`src/rtl/seg_scan_decoder.sv`:
```
// Passive decoder for a multiplexed active-low 7-segment bus: qualifies stable digit dwells and emits one frame per scan.
// Optional macro SEG_SCAN_HEX_DECODE_EN adds the A..F glyphs (values 10..15).
module seg_scan_decoder #(
  parameter int NUM_DIGITS    = 4,
  parameter int STABLE_CYCLES = 16
) (
  input  logic                    clk,
  input  logic                    rst,
  input  logic [6:0]              seg_in,
  input  logic [NUM_DIGITS-1:0]   an_in,
  output logic [4*NUM_DIGITS-1:0] frame_data,
  output logic [NUM_DIGITS-1:0]   frame_blank,
  output logic                    frame_valid,
  input  logic                    frame_ready,
  output logic                    err,
  output logic                    overrun
);

  localparam int CNT_W = $clog2(STABLE_CYCLES + 1);
  localparam logic [CNT_W-1:0] CNT_ONE = CNT_W'(1);
  localparam logic [CNT_W-1:0] CNT_MAX = CNT_W'(STABLE_CYCLES);

  typedef enum logic [1:0] {IDLE, TRACK, HELD} state_t;

  // Returns {known, blank, value}.
  function automatic logic [5:0] f_decode(input logic [6:0] seg);
    case (seg)
      7'b0000001: return {2'b10, 4'd0};
      7'b1001111: return {2'b10, 4'd1};
      7'b0010010: return {2'b10, 4'd2};
      7'b0000110: return {2'b10, 4'd3};
      7'b1001100: return {2'b10, 4'd4};
      7'b0100100: return {2'b10, 4'd5};
      7'b0100000: return {2'b10, 4'd6};
      7'b0001111: return {2'b10, 4'd7};
      7'b0000000: return {2'b10, 4'd8};
      7'b0000100: return {2'b10, 4'd9};
      7'b1111111: return {2'b11, 4'd0};
`ifdef SEG_SCAN_HEX_DECODE_EN
      7'b0001000: return {2'b10, 4'd10};
      7'b1100000: return {2'b10, 4'd11};
      7'b0110001: return {2'b10, 4'd12};
      7'b1000010: return {2'b10, 4'd13};
      7'b0110000: return {2'b10, 4'd14};
      7'b0111000: return {2'b10, 4'd15};
`endif
      default:    return 6'b000000;
    endcase
  endfunction

  function automatic logic [CNT_W-1:0] f_cnt_inc(input logic [CNT_W-1:0] c);
    return (c >= CNT_MAX) ? CNT_MAX : c + CNT_ONE;
  endfunction

  logic [6:0]              r_seg_p0, r_seg_p1, r_seg_p2;
  logic [NUM_DIGITS-1:0]   r_an_p0, r_an_p1, r_an_p2;
  state_t                  r_state;
  logic [CNT_W-1:0]        r_cnt;
  logic [4*NUM_DIGITS-1:0] r_vals;
  logic [NUM_DIGITS-1:0]   r_blank;
  logic [NUM_DIGITS-1:0]   r_marks;

  logic [NUM_DIGITS-1:0]   w_an_act;
  logic                    w_slot;
  logic                    w_same;
  logic [CNT_W-1:0]        w_cnt_inc;
  logic                    w_capture;
  logic [5:0]              w_dec;
  logic                    w_hit;
  logic [4*NUM_DIGITS-1:0] w_vals_nx;
  logic [NUM_DIGITS-1:0]   w_blank_nx;
  logic [NUM_DIGITS-1:0]   w_marks_nx;
  logic                    w_complete;

  always_comb begin
    w_an_act   = ~r_an_p1;
    w_slot     = (w_an_act != '0) && ((w_an_act & (w_an_act - NUM_DIGITS'(1))) == '0);
    w_same     = (r_seg_p1 == r_seg_p2) && (r_an_p1 == r_an_p2);
    w_cnt_inc  = f_cnt_inc(r_cnt);
    w_capture  = w_slot && (r_state == TRACK) && w_same && (w_cnt_inc == CNT_MAX);
    w_dec      = f_decode(r_seg_p1);
    w_hit      = w_capture && w_dec[5];
    w_vals_nx  = r_vals;
    w_blank_nx = r_blank;
    w_marks_nx = r_marks;
    for (int i = 0; i < NUM_DIGITS; i++) begin
      if (w_hit && w_an_act[i]) begin
        w_vals_nx[4*i +: 4] = w_dec[3:0];
        w_blank_nx[i]       = w_dec[4];
        w_marks_nx[i]       = 1'b1;
      end
    end
    // A capture landing in the completion cycle is already folded into w_*_nx.
    w_complete = &w_marks_nx;
  end

  always_ff @(posedge clk) begin
    if (rst) begin
      r_seg_p0    <= '0;
      r_seg_p1    <= '0;
      r_seg_p2    <= '0;
      r_an_p0     <= '0;
      r_an_p1     <= '0;
      r_an_p2     <= '0;
      r_state     <= IDLE;
      r_cnt       <= '0;
      r_vals      <= '0;
      r_blank     <= '0;
      r_marks     <= '0;
      frame_data  <= '0;
      frame_blank <= '0;
      frame_valid <= 1'b0;
      err         <= 1'b0;
      overrun     <= 1'b0;
    end else begin
      // p0/p1: synchronizer, p2: previous synced sample for change detection
      r_seg_p0 <= seg_in;
      r_seg_p1 <= r_seg_p0;
      r_seg_p2 <= r_seg_p1;
      r_an_p0  <= an_in;
      r_an_p1  <= r_an_p0;
      r_an_p2  <= r_an_p1;

      if (!w_slot) begin
        r_state <= IDLE;
        r_cnt   <= '0;
      end else begin
        case (r_state)
          IDLE: begin
            r_state <= TRACK;
            r_cnt   <= CNT_ONE;
          end
          TRACK: begin
            if (!w_same) begin
              r_cnt <= CNT_ONE;
            end else begin
              r_cnt <= w_cnt_inc;
              if (w_cnt_inc == CNT_MAX) r_state <= HELD;
            end
          end
          HELD: begin
            if (!w_same) begin
              r_state <= TRACK;
              r_cnt   <= CNT_ONE;
            end else begin
              r_cnt <= w_cnt_inc;
            end
          end
          default: begin
            r_state <= IDLE;
            r_cnt   <= '0;
          end
        endcase
      end

      if (w_capture && !w_dec[5]) err <= 1'b1;

      r_vals  <= w_vals_nx;
      r_blank <= w_blank_nx;
      r_marks <= w_complete ? '0 : w_marks_nx;

      // Output snapshot and handshake
      if (w_complete) begin
        if (!frame_valid || frame_ready) begin
          frame_data  <= w_vals_nx;
          frame_blank <= w_blank_nx;
          frame_valid <= 1'b1;
        end else begin
          overrun <= 1'b1;
        end
      end else if (frame_valid && frame_ready) begin
        frame_valid <= 1'b0;
      end
    end
  end

endmodule
```
`config.mk`:
```
export PLATFORM = sky130hd
export DESIGN_NAME = seg_scan_decoder
export DESIGN_NICKNAME = d
export VERILOG_FILES = /design/src/rtl/seg_scan_decoder.sv
export SDC_FILE = /design/constraint.sdc
export NUM_CORES = 1
export LEC_CHECK = 0
export CAP_MARGIN = 40
export CORE_MARGIN = 5
export CORE_UTILIZATION = 40
export CTS_BUF_LIST = sky130_fd_sc_hd__clkbuf_8
export CTS_CLUSTER_SIZE = 28
export DETAILED_ROUTE_END_ITERATION = 8
export PLACE_DENSITY_LB_ADDON = 0.3
export SYNTH_ARGS = -nofsm -noshare
export SYNTH_HDL_FRONTEND = slang
export SYNTH_SLANG_ARGS = --single-unit
```
`constraint.sdc`:
```
create_clock -name clk -period 3.7 [get_ports clk]
set_input_delay 0.37 -clock clk [delete_from_list [all_inputs] [get_ports clk]]
set_output_delay 0.37 -clock clk [all_outputs]
set_load 0.03 [all_outputs]
```
---- Word-level counts from Yosys, hierarchy flattened ----
Index checks and enable logic that the tools add are counted.
storage, ports and cells
  input port bits ......................... 14
  word-level logic and storage cells ...... 93
  output and inout port bits .............. 23
  memories ................................ 0
  memory bits (writable) .................. 0
  bits in registers ....................... 87
  bits in read-only memories .............. 0
  bits in latches ......................... 0
cells by class
  shift operators ......................... 0
  reductions and logical operators ........ 28
  muxes and demuxes ....................... 23
  div/mod/pow operators ................... 0
  bitwise gates (word level) .............. 4
  eq/ne operators ......................... 19
  $lt $le $gt $ge ......................... 1
  $add $sub $neg .......................... 2
  multipliers ............................. 0
operators by type and width
  cell                                                              count
  6-bit case mux with 11 select lines                               1
  7-bit == test (second input constant)                             3
  4-bit 2-to-1 mux                                                  4
  7-bit by 3-bit == test with 1-bit output (second input constant)  2
  7-bit by 6-bit == test with 1-bit output (second input constant)  2
  1-bit logical AND                                                 12
  1-bit 2-to-1 mux                                                  11
  5-bit 2-to-1 mux                                                  2
  5-bit case mux with 2 select lines                                1
  5-bit AND reduction                                               2
  7-bit by 1-bit == test with 1-bit output (second input constant)  1
  7-bit by 4-bit == test with 1-bit output (second input constant)  1
  7-bit by 5-bit == test with 1-bit output (second input constant)  1
  7-bit == test                                                     1
  7-bit zero test                                                   1
  2-bit 2-to-1 mux                                                  3
  2-bit case mux with 3 select lines                                1
  2-bit OR reduction                                                3
  5-bit by 1-bit adder with 5-bit output (second input constant)    1
  5-bit == test (second input constant)                             1
  5-bit >= comparator (second input constant)                       1
  4-bit AND                                                         1
  4-bit == test                                                     1
  4-bit zero test                                                   1
  15 further kinds                                                  19

---- Longest topological paths before layout ----
Gate-level depths: netlist of run 1.
  depth in word-level cells ............... 14
  depth in mapped cells ................... 10

---- Least setup slack after synthesis of run 1 ----
OpenSTA, ideal clock, no wires.
  kind .................................... register to register
  from .................................... register r_cnt[0]
  to ...................................... register frame_blank[0]
  arrival time ............................ 2983 ps
  buffers on the path ..................... 1
  library setup time ...................... 123 ps
  clock period less this slack ............ 3106 ps
  setup slack ............................. 594 ps
  stages on the path, launching flop included .. 10
  cells stage by stage .................... dfxtp_1 inv_1 ha_1 o31ai_1 nand3_1 a2111oi_4 o22ai_2 nor4_4 buf_6 mux2_1
on the way
  cells in the longest elaborated chain, start to end .. 8
  elaborated cells between the ends (all ways) .. 16
  classes of those cells .................. add/sub: 1; order compare: 1; eq/ne: 1; mux: 6; reduce/logical: 7
RTL lines
  element                                                                               line  RTL
  start, declared                                                                       58    logic [CNT_W-1:0] r_cnt;
  start signal, assigned                                                                137   r_cnt <= w_cnt_inc;
  start signal, assigned                                                                146   r_cnt <= w_cnt_inc;
  5-bit by 1-bit adder with 5-bit output / 5-bit >= comparator (equally long branches)  52    return (c >= CNT_MAX) ? CNT_MAX : c + CNT_ONE;
  5-bit 2-to-1 mux (*)                                                                  52
  5-bit == test (*)                                                                     80    w_capture = w_slot && (r_state == TRACK) && w_same && (w_cnt_inc == CNT_MAX);
  1-bit logical AND (*)                                                                 80
  1-bit logical AND (*)                                                                 82    w_hit = w_capture && w_dec[5];
  1-bit logical AND                                                                     87    if (w_hit && w_an_act[i]) begin
  1-bit 2-to-1 mux                                                                      87
  5-bit AND reduction (no line)                                                         -
  end signal, assigned                                                                  166   frame_blank <= w_blank_nx;
  end, declared                                                                         12    output logic [NUM_DIGITS-1:0] frame_blank,
Mark *: on every way between the ends. The rest lies on a longest branch, timed or not.
A chain may end at the register's enable or synchronous reset.

---- Final worst setup path of run 1 ----
  from .................................... register r_cnt[0]
  to ...................................... register frame_data[5]
on the way
  cells in the longest elaborated chain, start to end .. 8
  elaborated cells between the ends (all ways) .. 16
  classes of those cells .................. add/sub: 1; order compare: 1; eq/ne: 1; mux: 6; reduce/logical: 7
RTL lines
  element                                                                               line  RTL
  5-bit by 1-bit adder with 5-bit output / 5-bit >= comparator (equally long branches)  52
  5-bit 2-to-1 mux (*)                                                                  52
  5-bit == test (*)                                                                     80
  1-bit logical AND (*)                                                                 80
  1-bit logical AND (*)                                                                 82
  1-bit logical AND                                                                     87
  1-bit 2-to-1 mux                                                                      87
  5-bit AND reduction (no line)                                                         -
  end signal, assigned                                                                  165   frame_data <= w_vals_nx;
  end, declared                                                                         11    output logic [4*NUM_DIGITS-1:0] frame_data,
Marked as above.

==> results.py, run 1 <==
metrics = {
    "outcome": {
        "run_status": "finished, final reports clean",
    },
    "cells_and_area": {
        "diodes": 0,
        "summed_area_of_non_filler_cells_in_the_final_layout_um2": 4220,
        "syn2layout_area_growth_pct": 18.5,
        "layout-drive-gt1-share_pct": 8.99,
        "layout.cells.non_filler": 486,
        "final_net_count": 395,
    },
    "logic_synthesis": {
        "number_of_enable_flip_flop_cells_after_synthesis": 0,
        "synth_seq_cells": 87,
        "synth.avg_cell_area_um2": 10.5,
        "ys_seq_area_share_pct": 49.0,
        "synth.net_count": 362,
        "post_synth_instance_area_um2": 3560,
        "synth_flop_cell": "dfxtp_1",
        "synth-async-reset-ratio_pct": 0,
        "netlist_instances": 340,
        "netlist-cell-type-count": 42,
        "synthesis.yosys.warnings": 0,
    },
    "power": {
        "finalPower_mw": 1.75,
        "cell_internal_pwr_mw": 1.32,
        "vdd.ir_drop.worst_mv": 0.247,
        "netSwitchingFraction_pct": 24.8,
        "combinationalPowerShare_pct": 4.6,
        "power_leakage_nw": 1.64,
        "part_of_the_total_power_dissipated_in_sequential_elements_pct": 55.0,
        "power_frac_clock_pct": 40.4,
        "power.density_nw_per_um2": 416,
        "p_sw_mw": 0.435,
    },
    "die": {
        "die_area_um2": 10900,
        "placeableCoreArea_um2": 8680,
        "die_height_um": 104,
        "i_o_pin_total": 37,
        "die_span_in_x_um": 104,
        "floorplan.initialDensity_pct": 41.0,
        "core.rowCount": 34,
    },
    "clock_network": {
        "cts_tree": "built",
        "cts-htree-levels": 3,
        "cts-root-to-sink-buffers": 2,
        "cts_setup_buffers": 0,
        "tritoncts_num_sinks": 87,
        "cts.hold.buffers_added": 0,
        "root_cell_of_the_clock_tree": "clkbuf_8",
        "numCtsBuffers": 9,
        "clock_insertion_delay_worst_skew_ns": 0.38,
        "clkSlewWorstSetupHoldPaths_ns": 0.09,
        "cts_repair_resize_count": 0,
    },
    "sta": {
        "finalHoldWorstSlack_ns": 0.445,
        "grt_setup_unrepaired": "no",
        "maxSlewViolCount": 0,
        "finalHoldViolCount": 0,
        "report.final.setup_viol": 0,
        "fin_crit_sh_pct": 86.9,
        "tightest_slew_ns": 0.714,
        "skew_ns": 0.0178,
        "achievable-frequency_mhz": 311,
        "setup_tns_ns": 0,
        "timing.max_slew.rel_slack_pct": 52.0,
        "finalCriticalPeriod_ns": 3.22,
    },
    "detailed_routing": {
        "detailroute.wirelength.met2_mm": 2.85,
        "number_of_remaining_drc_errors": 0,
        "wl_met3_um": 333,
        "first_iter_violations": 77,
        "m1_wire_length_mm": 3.12,
        "avgRoutedWirePerCell_um": 13.2,
        "dr.pass1.iters": 4,
        "finalWirelength_mm": 6.42,
        "highest_layer": "met4",
        "route.antenna.remaining_nets": 0,
        "via_count_of_the_routed_design": 2329,
        "via_per_inst": 4.79,
    },
    "min_path": {
        "timing.hold.worst.class": "flop to flop",
        "timing.hold.worst_endpoint": "r_seg_p1[0]",
        "timing.hold.worst.start": "r_seg_p0[0]",
        "depth_of_the_worst_hold_timing_path": 1,
    },
    "placement": {
        "dpl_cell_area_um2": 4000,
        "post-dp-hpwl_mm": 4.50,
        "gp_routability_congestion": 0.787,
        "place.port_buffers": 36,
        "dp_cells": 470,
    },
    "global_routing": {
        "grt_pass1_wl_mm": 11.3,
        "grt_start_max_net_pins": 33,
        "grt_use_total_pct": 12.7,
        "antenna_violations_before_repair": 0,
        "grt_pass1_vias": 2399,
        "grt_overflow": 0,
    },
    "worst_setup_path": {
        "reg2regPathDepth": 10,
        "crit_path_start_kind": "flop",
        "timing.rr.start": "r_cnt[0]",
        "r2r_slack_ns": 0.48,
        "critPathCaptureType": "flop",
        "worstReg2RegEnd": "frame_data[5]",
        "endpoint_arrival_time_on_the_critical_path_ns": 3.48,
        "timing.critical_path.fanout_max": 20,
        "critical_path_required_ns": 3.96,
        "critical_path_type": "flop to flop",
    },
    "run": {
        "max_cap_viol_count": 0,
    },
}
[kinds of logic after synthesis]
group                    after synthesis  share of synthesized area [%]
buffers and inverters                 29                           3.62
AO/OA/AOI/OAI                         24                           6.40
XOR/XNOR                              15                           3.69
multiplexers                          41                           12.2
flip-flops                            87                           49.0
adder cells (fa/ha/maj)                8                           2.81
AND/OR/NAND/NOR                      136                           22.3
[layer usage]
layer  up-vias  global-route usage (%)
met1      1066                    15.7
met3        11                    4.78
li1       1210                       -
met4         0                    5.55
met2        42                    19.7
met5         -                       0
[placed cells by master (no fill, tap or decap), drive strengths merged, types with 2 or more instances in the layout]
master / synthesis / routed
o21ai: 2 / 2
clkdlybuf4s50: 0 / 35
buf: 6 / 8
a21oi: 7 / 7
o31ai: 2 / 2
mux2i: 21 / 21
nor2b: 58 / 58
o21a: 2 / 2
dfxtp: 87 / 87
nand4b: 3 / 3
inv: 8 / 14
mux2: 20 / 20
ha: 8 / 8
xor2: 12 / 12
nand2: 6 / 6
nor3: 10 / 10
o211ai: 2 / 2
nand3: 6 / 6
nor4: 7 / 7
nand3b: 2 / 2
xnor2: 3 / 3
clkbuf: 15 / 9
nand4: 2 / 2
or4: 3 / 3
nor3b: 2 / 2
a2111oi: 4 / 4
nor2: 32 / 32
[flip-flops by register name (all words and copies together) (netlist names), 2 cells and up]
register and count:
frame_data 16, r_vals 16, r_seg_p0 7, r_seg_p1 7, r_seg_p2 7, r_cnt 5, frame_blank 4, r_an_p0 4
r_an_p1 4, r_an_p2 4, r_blank 4, r_marks 4, r_state 2
[layout make-up]
class / instances / area (um2)
clock inverter: 7 / 90.1
tap: 108 / 135
clock buffer: 9 / 124
sequential: 87 / 1740
inverter: 8 / 30.0
multi-input combinational: 224 / 1690
fill: 803 / 4460
timing repair buffer: 43 / 408
[through the flow]
stage | util (%) | setup WS (ns)
after floorplan | - | 0.594
after global placement | 46.1 | 0.584
after detailed placement | 46.1 | 0.435
after CTS | 48.6 | 0.420
after global routing | 48.6 | 0.208
final | 48.6 | 0.485
[worst max-delay path, cell delays in order, from the launching register on]
cell	delay (ns)
dfxtp_1	0.38
inv_1	0.06
ha_1	0.30
o31ai_1	0.38
nand3_1	0.33
a2111oi_4	0.40
buf_4	0.22
nor2_1	0.09
nor4_4	0.25
buf_4	0.32
mux2_1	0.36
[how the worst max path moves through the flow]
stage | start | to | slack (ns) | cells past startpoint
after CTS | r_cnt[0] | frame_data[5] | 0.42 | 10
after global placement | r_cnt[0] | frame_data[5] | 0.58 | 10
after global routing | r_seg_p1[5] | frame_data[7] | 0.21 | 9
after detailed placement | r_cnt[0] | frame_data[5] | 0.43 | 10
final | r_cnt[0] | frame_data[5] | 0.48 | 10
after floorplan | r_cnt[0] | frame_blank[0] | 0.59 | 9
[power groups by stage]
stage	clock network [mW]	logic, mW	registers, mW
4_1_cts	0.733	0.0814	0.966
6_report	0.709	0.0799	0.966
5_1_grt	0.771	0.0896	0.969
2_1_floorplan	0	0.0667	0.976
3_3_place_gp	0	0.0803	0.987
3_5_place_dp	0	0.0809	0.988
[cell usage after synthesis, types with 3 or more instances]
master	n	share of area [%]
xnor2_1	3	0.74
or4_1	3	0.63
mux2i_1	21	5.9
a21oi_1	7	0.98
nand2_1	6	0.63
nor2b_1	58	10
nand4b_1	3	0.74
nor3_1	8	1.1
xor2_1	12	3.0
dfxtp_1	87	49
nor2_1	32	3.4
clkbuf_1	15	1.6
buf_2	4	0.56
inv_1	8	0.84
ha_1	8	2.8
nand3_1	6	0.84
mux2_1	20	6.3
nor4_1	5	0.88
a2111oi_4	3	2.3
(Power assumes the default switching activity.)
==> run 2: changes to the inputs <==
--- a/config.mk
+++ b/config.mk
@@ -12,6 +12,7 @@
 export CTS_CLUSTER_SIZE = 28
 export DETAILED_ROUTE_END_ITERATION = 8
 export PLACE_DENSITY_LB_ADDON = 0.3
+export REMOVE_ABC_BUFFERS = 1
 export SYNTH_ARGS = -nofsm -noshare
 export SYNTH_HDL_FRONTEND = slang
 export SYNTH_SLANG_ARGS = --single-unit
==> results.py, run 2 (synthesis gave the netlist of run 1 again) <==
metrics = {
    "cells_and_area": {
        "diodes": 0,
        "top_regs": "frame_data (16), r_vals (16)",
        "leading_cell_types_in_the_layout_fill_and_taps_excluded": "dfxtp_1, nor2b_1, clkdlybuf4s50_1",
        "final_net_count": 394,
        "fill_cells": 835,
        "syn2layout_area_growth_pct": 20.5,
        "summed_area_of_non_filler_cells_in_the_final_layout_um2": 4290,
        "mostFrequentLayoutCell": "dfxtp_1",
        "layout-drive-gt1-share_pct": 8.75,
    },
    "sta": {
        "timing.max_slew.rel_slack_pct": 45.5,
        "maxSlewViolCount": 0,
        "finalCriticalPeriod_ns": 3.27,
        "setup_tns_ns": 0,
        "achievable-frequency_mhz": 306,
        "finalHoldViolCount": 0,
        "tightest_slew_ns": 0.817,
        "fin_crit_sh_pct": 88.4,
        "grt_setup_unrepaired": "no",
        "skew_ns": 0.00940,
        "report.final.setup_viol": 0,
    },
    "global_routing": {
        "antenna_violations_before_repair": 0,
        "grt_overflow": 0,
        "grt_start_max_net_pins": 48,
        "grt_use_total_pct": 12.0,
        "grt_pass1_wl_mm": 10.8,
        "grt_pass1_vias": 2303,
    },
    "clock_network": {
        "cts_tree": "built",
        "clkSlewWorstSetupHoldPaths_ns": 0.08,
        "root_cell_of_the_clock_tree": "clkbuf_8",
        "clock_insertion_delay_worst_skew_ns": 0.35,
        "cts_setup_buffers": 0,
        "cts-htree-levels": 3,
        "tritoncts_num_sinks": 87,
        "cts.hold.buffers_added": 0,
        "numCtsBuffers": 9,
        "cts-root-to-sink-buffers": 2,
        "cts_repair_resize_count": 0,
    },
    "die": {
        "i_o_pin_total": 37,
        "die_span_in_x_um": 104,
        "die_height_um": 104,
        "floorplan.initialDensity_pct": 41.0,
        "core.rowCount": 34,
        "placeableCoreArea_um2": 8680,
        "die_area_um2": 10900,
    },
    "placement": {
        "place.port_buffers": 36,
        "post-dp-hpwl_mm": 4.28,
        "gp_routability_congestion": 0.757,
        "dpl_cell_area_um2": 3990,
    },
    "power": {
        "power.density_nw_per_um2": 457,
        "vdd.ir_drop.worst_mv": 0.216,
        "power_leakage_nw": 1.67,
    },
    "worst_setup_path": {
        "critical_path_required_ns": 3.93,
        "timing.critical_path.fanout_max": 20,
        "path_delay_family": "compound AO/OA/AOI/OAI gates",
        "critical_path.slowest_cell": "o31ai_1",
        "critical_path.n_buffers_inverters": 3,
        "timing.rr.start": "r_cnt[0]",
        "reg2regPathDepth": 10,
        "crit_path_start_kind": "flop",
        "endpoint_arrival_time_on_the_critical_path_ns": 3.50,
        "crit_start": "r_cnt[0]",
        "worstReg2RegEnd": "frame_blank[0]",
        "path_common_cell": "buf_4",
        "r2r_slack_ns": 0.43,
        "critPathCaptureType": "flop",
        "timing.critical_path.cells": "inv_1 > ha_1 > o31ai_1 > nand3_1 > a2111oi_4 > buf_4 > nor2_1 > nor4_4 > buf_4 > mux2_1",
        "critical_path_type": "flop to flop",
        "critical_path.max_stage_delay_ns": 0.41,
    },
    "detailed_routing": {
        "dr.pass1.iters": 4,
        "via_per_inst": 4.86,
        "number_of_remaining_drc_errors": 0,
        "finalWirelength_mm": 6.22,
        "first_iter_violations": 71,
        "route.antenna.remaining_nets": 0,
        "avgRoutedWirePerCell_um": 12.8,
        "via_count_of_the_routed_design": 2357,
    },
    "outcome": {
        "run_status": "finished, final reports clean",
    },
    "min_path": {
        "timing.hold.worst_endpoint": "r_seg_p1[4]",
        "timing.hold.worst.class": "flop to flop",
        "timing.hold.worst.start": "r_seg_p0[4]",
        "depth_of_the_worst_hold_timing_path": 1,
    },
    "run": {
        "max_cap_viol_count": 0,
    },
}
[run 2: changes by cell type in the layout (fill, tap and decap cells not counted)]
cell	change
buf_4	-1
inv_6	-2
inv_8	-3
bufinv_16	+4
clkinv_4	+1
[run 2: layer usage]
metal / share of wire, % / GRT usage [%] / routed length [um] / vias to the layer above
li1: - / - / - / 1209
met1: 49 / 15.2 / 3060 / 1099
met2: 46 / 18.7 / 2850 / 40
met3: 3.7 / 4.41 / 232 / 9
met4: 1.2 / 4.16 / 73 / 0
met5: 0 / 0 / 0 / -
[run 2: report_power, final]
part / total [mW] / internal (mW) / switching, mW / leakage (nW)
clock: 0.915 / 0.588 / 0.327 / 0.144
combinational: 0.0784 / 0.0363 / 0.0421 / 0.823
sequential: 0.965 / 0.950 / 0.0156 / 0.706
[run 2: cell type report]
type / instances / area [um2] / share of cell area [%]
multi-input cells: 224 / 1690 / 39.4
well taps: 108 / 135 / 3.15
repair buffers: 42 / 400 / 9.34
flip-flops and latches: 87 / 1740 / 40.6
clock inverters: 7 / 168 / 3.91
clock buffers: 9 / 124 / 2.89
inverters: 8 / 30.0 / 0.701
[run 2: worst max path at each step]
stage / slack, ns / cells after the start / end
finish: 0.43 / 10 / frame_blank[0]
CTS: 0.44 / 10 / frame_blank[0]
floorplan: 0.17 / 8 / frame_blank[2]
detailed placement: 0.47 / 10 / frame_blank[0]
global placement: 0.60 / 10 / frame_blank[3]
global route: 0.22 / 10 / frame_data[13]
[run 2: stage by stage]
step | hold slack [ns] | total power, mW | setup WS (ns) | util [%] | instances
floorplan | 0.414 | 1.03 | 0.174 | - | 319
CTS | 0.442 | 1.99 | 0.438 | 49.4 | 485
finish | 0.439 | 1.96 | 0.430 | 49.4 | 485
global route | 0.458 | 2.04 | 0.223 | 49.4 | 485
detailed placement | 0.423 | 1.07 | 0.468 | 46.0 | 469
global placement | 0.418 | 1.06 | 0.603 | 46.0 | 469
[run 2: worst register-to-register path, delay by kind of cell (launching register included)]
family	cells	cell delay, ns
simple gates	3	0.70
mux	1	0.36
compound gates	2	0.80
flops	1	0.38
fa+ha+maj	1	0.31
buf+inv	3	0.60
